--- config.mk ---
export PLATFORM = sky130hd
export DESIGN_NAME = circle_position_ctrl
export DESIGN_NICKNAME = d
export VERILOG_FILES = /design/src/rtl/circle7seg_pkg.sv /design/src/rtl/tick_prescaler.sv /design/src/rtl/circle_position_ctrl.sv
export SDC_FILE = /design/constraint.sdc
export NUM_CORES = 1
export LEC_CHECK = 0
export CORE_MARGIN = 2
export CORE_UTILIZATION = 53
export CTS_BUF_LIST = sky130_fd_sc_hd__clkbuf_2
export DETAILED_ROUTE_END_ITERATION = 6
export GPL_TIMING_DRIVEN = 0
export PLACE_DENSITY_LB_ADDON = 0.05
export REMOVE_ABC_BUFFERS = 1
export SETUP_SLACK_MARGIN = 0.3
export SYNTH_ARGS = -nofsm -noshare
export SYNTH_HDL_FRONTEND = slang
export SYNTH_SLANG_ARGS = --single-unit
--- constraint.sdc ---
create_clock -name clk -period 4.9 [get_ports clk]
set_clock_uncertainty 0.05 [all_clocks]
set_input_delay 0.49 -clock clk [delete_from_list [all_inputs] [get_ports clk]]
set_output_delay 0.49 -clock clk [all_outputs]
set_load 0.03 [all_outputs]
--- src/rtl/circle7seg_pkg.sv ---
// rtl/circle7seg_pkg.sv - shared state encoding and display chain defaults
package circle7seg_pkg;

    localparam int DISPLAY_COUNT_DEFAULT = 6;

    typedef enum logic {
        IDLE = 1'b0,
        RUN  = 1'b1
    } state_t;

endpackage

--- src/rtl/tick_prescaler.sv ---
// rtl/tick_prescaler.sv - free-running cycle counter that flags when it reaches a limit
module tick_prescaler #(
    parameter int WIDTH = 24
) (
    input  logic             clk,
    input  logic             rst,
    input  logic             clear,
    input  logic             enable,
    input  logic [WIDTH-1:0] limit,
    output logic             tick
);

    logic [WIDTH-1:0] count;

    // ">=" rather than "==" so a lowered limit fires on the very next edge
    assign tick = enable && (count >= limit);

    always_ff @(posedge clk or posedge rst) begin
        if (rst) begin
            count <= '0;
        end else if (clear) begin
            count <= '0;
        end else if (enable) begin
            if (tick) begin
                count <= '0;
            end else begin
                count <= count + WIDTH'(1);
            end
        end
    end

endmodule

--- src/rtl/circle_position_ctrl.sv ---
// rtl/circle_position_ctrl.sv - walks a dot around the top/bottom segment loop of a 7-seg chain
module circle_position_ctrl
    import circle7seg_pkg::*;
#(
    parameter int DISPLAY_COUNT = DISPLAY_COUNT_DEFAULT,
    parameter int COL_WIDTH     = $clog2(DISPLAY_COUNT),
    parameter int BASE_DIV      = 12_500_000
) (
    input  logic                 clk,
    input  logic                 rst,
    input  logic                 start,
    input  logic                 stop,
    input  logic                 dir,
    input  logic [1:0]           speed,
    output logic                 row,
    output logic [COL_WIDTH-1:0] col,
    output logic                 step,
    output logic                 running
);

    localparam int                   PRESC_WIDTH = $clog2(4 * BASE_DIV);
    localparam logic [COL_WIDTH-1:0] LAST_COL    = COL_WIDTH'(DISPLAY_COUNT - 1);

    state_t                 state;
    state_t                 next_state;
    logic                   tick;
    logic                   advance;
    logic                   presc_clear;
    logic                   presc_enable;
    logic [PRESC_WIDTH-1:0] limit;
    logic                   next_row;
    logic [COL_WIDTH-1:0]   next_col;

    assign limit = PRESC_WIDTH'(BASE_DIV * (int'(speed) + 1) - 1);

    tick_prescaler #(
        .WIDTH (PRESC_WIDTH)
    ) u_prescaler (
        .clk    (clk),
        .rst    (rst),
        .clear  (presc_clear),
        .enable (presc_enable),
        .limit  (limit),
        .tick   (tick)
    );

    always_ff @(posedge clk or posedge rst) begin
        if (rst) begin
            state <= IDLE;
        end else begin
            state <= next_state;
        end
    end

    // stop dominates start in both states
    always_comb begin
        next_state = state;
        case (state)
            IDLE:    if (start && !stop) next_state = RUN;
            RUN:     if (stop)           next_state = IDLE;
            default: next_state = IDLE;
        endcase
    end

    always_comb begin
        presc_enable = (state == RUN);
        presc_clear  = (state == IDLE) || (next_state == IDLE);
        advance      = (state == RUN) && tick && !stop;

        next_row = row;
        next_col = col;
        if (!dir) begin
            if (!row) begin
                if (col == LAST_COL) next_row = 1'b1;
                else                 next_col = col + COL_WIDTH'(1);
            end else begin
                if (col == '0)       next_row = 1'b0;
                else                 next_col = col - COL_WIDTH'(1);
            end
        end else begin
            if (!row) begin
                if (col == '0)       next_row = 1'b1;
                else                 next_col = col - COL_WIDTH'(1);
            end else begin
                if (col == LAST_COL) next_row = 1'b0;
                else                 next_col = col + COL_WIDTH'(1);
            end
        end
    end

    always_ff @(posedge clk or posedge rst) begin
        if (rst) begin
            row     <= 1'b0;
            col     <= '0;
            step    <= 1'b0;
            running <= 1'b0;
        end else begin
            step    <= advance;
            running <= (next_state == RUN);
            if (advance) begin
                row <= next_row;
                col <= next_col;
            end
        end
    end

endmodule
==> results.txt <==
----------------------------------------------------
[Floorplan]
  Horizontal die dimension ... a little over 70 um
  Count of boundary I/O pins ... 13
  FP Rows ... 24
  Effective utilization at floorplan ... 0.546
  Floorplan die area ... 0.00497 mm2
  Core region area ... about 0.0043 mm2
  Height of the die ... about 70 um

[Yosys]
  Post-Syn Instances ... roughly 260
  Sequential area share after synthesis ... 0.341
  Yosys synthesis warning count ... 0
  Post-synthesis sequential element count ... 32
  Number of distinct library cell variants in the gate-level netlist after synthesis ... between 40 and 50
  Post-synthesis area per instance ... 9.20 um2
  Post-synth ARST share ... 1.00
  Post-Syn Area ... between 0.002 and 0.0025 mm2
  Post-synth EDFFs ... 0
  Synth Flop Type ... dfrtp_1

[Worst setup path]
  Dominant delay contributor by cell family on the critical path ... compound AO/OA/AOI/OAI gates
  Crit-path most repeated cell ... ha_1
  Type of destination of the critical path ... register
  Slowest CP cell ... clkdlybuf4s50_1
  Worst path arrival time ... 4.46 ns
  Class of the most critical setup path ... primary input to register
  Largest incremental delay on the critical path ... slightly above 0.7 ns
  Worst EP required ... 5.10 ns
  Critical Path, Cell by Cell ... clkdlybuf4s50_1 > inv_1 > ha_1 > xnor2_1 > ha_1 > a21oi_1 > o21ai_0 > xnor2_1 > ha_1 > a21o_1 > a31oi_1 > nand2_1 > a211o_1 > o211ai_4 > o21ai_0 > a211o_1
  Cell count of the worst reg-to-reg path ... 8
  Critical Path Stages ... 16
  Worst Setup Start Kind ... primary input
  Largest fanout on the critical path ... 11
  Bufs and invs on worst path ... 2

[Global routing]
  All-Layer GR Usage ... 0.190
  Via count of the first global-routing pass ... around 1600
  Antenna violations before repair ... 0
  First-pass GRT wire length ... 7580 um
  Global route total overflow ... 0
  Pin count of the biggest net entering global routing ... 33

[Finish]
  Fill cell count ... roughly 380
  Ant. Diodes ... 0
  Area of the multi-input gates ... roughly 0.0015 mm2
  Proportion of layout cells with a drive suffix above 1 ... 0.0333
  Synth-to-layout area growth ... 9.23%
  Final Core Density ... 0.597
  Post-route cell area ... between 0.002 and 0.003 mm2
  Number of nets in the final layout ... between 300 and 400
  Area taken by flip-flops and latches ... 801 um2
  Finished Layout Cells ... 322

[Power]
  Areal power density over the cells ... between 150 and 200 mW/mm2
  Clock share of power ... 0.253
  Switching power summed over all nets ... about 120 uW
  Total power ... 440 uW
  Pint ... about 320 uW
  Switching share of power ... 0.272
  Combinational power share ... 0.142
  Worst ir drop on vdd ... around 0.11 mV
  Total leakage power ... around 1.2 nW
  Part of the power in registers ... 0.605

[Drt]
  Sum of routed wire length over all layers ... approximately 4300 um
  Number of design rule violations left after detail routing ... 0
  Vias ... 1787
  Via density per instance ... approximately 5.5
  Count of nets left with antenna violations after detail routing ... 0
  First DRT Iteration DRCs ... 66
  Mean routed wirelength per cell ... 13.4 um
  TritonRoute pass-1 iters ... 4

[Timing]
  Hold violation count in the final report ... 0
  Maximum frequency from static timing analysis ... roughly 230 MHz
  Total negative slack ... 0 ns
  Minimum hold slack ... ~0.33 ns
  Final setup slack of the worst path ... ~0.64 ns
  Max transition margin ... 0.659
  Max Transition Viols Final ... 0
  Period utilisation layout ... 0.870
  Final setup fails ... 0
  Transition time at the pin with the least slew margin ... 0.507 ns
  Minimum clock period after layout ... about 4.3 ns
  Setup repair after global routing missed its margin ... no

[Outcome]
  Result of the run ... completed

[Placement]
  Placed Instance Area ... 0.00250 mm2
  Port buffer count ... 12
  Final estimated routing congestion in global placement ... just over 0.8
  Post-Place Cells ... 314
  Pre-CTS WS ... between 0.2 and 0.25 ns
  Final HPWL DP ... about 3200 um

[Clock tree]
  Gates resized, CTS repair ... 0
  Post-cts hold buffer count ... 0
  Max H-tree Level ... 2
  Post-CTS Setup Inserts ... 0
  Number of buffers inserted during clock tree synthesis ... 5
  Clock root cell ... clkbuf_2
  CTS tree ... yes
  Deepest clock path buffer count ... 2
  Clock tree sinks ... 32
  Latest clock arrival within the worst-skew pair ... 0.35 ns
  CTS clock-pin slew for the worst setup and hold paths ... ~0.14 ns

[Job]
  Max-cap viol count ... 0

[Worst hold path]
  Hold Path Class ... primary input to async pin

----------------------------------------------------
-- worst register-to-register path: cells and delay by family (launching register included) --
kind | cells | cell delay [ns]
AND/OR/NAND/NOR | 1 | 0.13
adder cells (fa/ha/maj) | 1 | 0.32
AO/OA/AOI/OAI | 6 | 1.57
flip-flops | 1 | 0.47
-- per-layer routing --
layer / vias to the layer above / track usage / part of all wire
met5: - / 0 / 0
met3: 2 / 0.0385 / 0.027
met2: 21 / 0.304 / 0.47
met1: 848 / 0.266 / 0.50
met4: 0 / 0.0503 / 0.0049
li1: 916 / - / -
-- power by group through the flow --
| stage | clock network, mW | registers [mW] | logic [mW] |
|---|---|---|---|
| final | 0.111 | 0.266 | 0.0625 |
| after global placement | 0 | 0.271 | 0.0599 |
| after detailed placement | 0 | 0.271 | 0.0606 |
| after global routing | 0.129 | 0.267 | 0.0722 |
| after floorplan | 0 | 0.272 | 0.0393 |
| after CTS | 0.119 | 0.266 | 0.0609 |
-- worst paths after layout --
check	start	to	slack, ns
worst max-delay path	speed[0]	row	0.64
worst min-delay path	rst	u_prescaler.count[2]	0.33
worst max register to register	u_prescaler.count[6]	row	2.28
worst min register to register	u_prescaler.count[0]	u_prescaler.count[0]	0.44
max in group asynchronous	rst	u_prescaler.count[22]	4.07
min in group clk	u_prescaler.count[0]	u_prescaler.count[0]	0.44
-- placed cells by master (no fill, tap or decap), drive strengths merged, types with 2 or more instances in the layout --
master	n
nor2	42
ha	32
dfrtp	32
nand2	17
xnor2	16
nand3	14
xor2	13
inv	12
clkdlybuf4s50	12
a21oi	8
nand4	8
o21ai	6
a21o	5
clkbuf	5
nor2b	4
nor3	4
and3	3
and4	3
a31oi	3
clkinv	3
nand3b	2
or3b	2
and2	2
a211oi	2
a211o	2
nor3b	2
o211ai	2
-- synth_stat cells, types with 2 or more instances --
| cell | count | area (um2) |
|---|---|---|
| clkbuf_1 | 3 | 11.3 |
| a21oi_1 | 8 | 40.0 |
| xnor2_1 | 16 | 140 |
| nand3b_1 | 2 | 15.0 |
| nor2b_1 | 4 | 25.0 |
| a211o_1 | 2 | 17.5 |
| a31oi_1 | 3 | 18.8 |
| dfrtp_1 | 32 | 801 |
| or3b_1 | 2 | 17.5 |
| and3_1 | 3 | 18.8 |
| a21o_1 | 5 | 37.5 |
| inv_1 | 13 | 48.8 |
| nand3_1 | 14 | 70.1 |
| and2_1 | 2 | 12.5 |
| a211oi_1 | 2 | 15.0 |
| ha_1 | 32 | 400 |
| and4_1 | 3 | 26.3 |
| nor3b_1 | 2 | 15.0 |
| buf_6 | 2 | 22.5 |
| nor3_1 | 4 | 20.0 |
| nand4_1 | 8 | 50.1 |
| xor2_1 | 13 | 114 |
| nand2_1 | 16 | 60.1 |
| nor2_1 | 42 | 158 |
| o21ai_0 | 5 | 25.0 |
-- sequential cells by signal, indices dropped and copies added (netlist names) --
signal and count:
col 3, row 1, running 1, step 1
u_prescaler.count 26
-- cell families (layout without fill, tap and decap cells) --
kind of cell,after synthesis,count (layout),synth area share
AND/OR/NAND/NOR,107,107,0.227
AO/OA/AOI/OAI,34,34,0.103
adder cells (fa/ha/maj),33,33,0.179
flip-flops,32,32,0.341
XOR/XNOR,29,29,0.108
buffers and inverters,18,33,0.0352
other,1,1,0.00160
multiplexers,1,1,0.00427
-- area by class of cell --
class	count	share of cell area
repair buffers	13	0.0576
well taps	52	0.0254
multi-input cells	205	0.573
inverters	13	0.0190
clock inverters	2	0.00293
flip-flops and latches	32	0.312
clock buffers	5	0.00977
No activity file was read; power rests on OpenSTA's default activity.
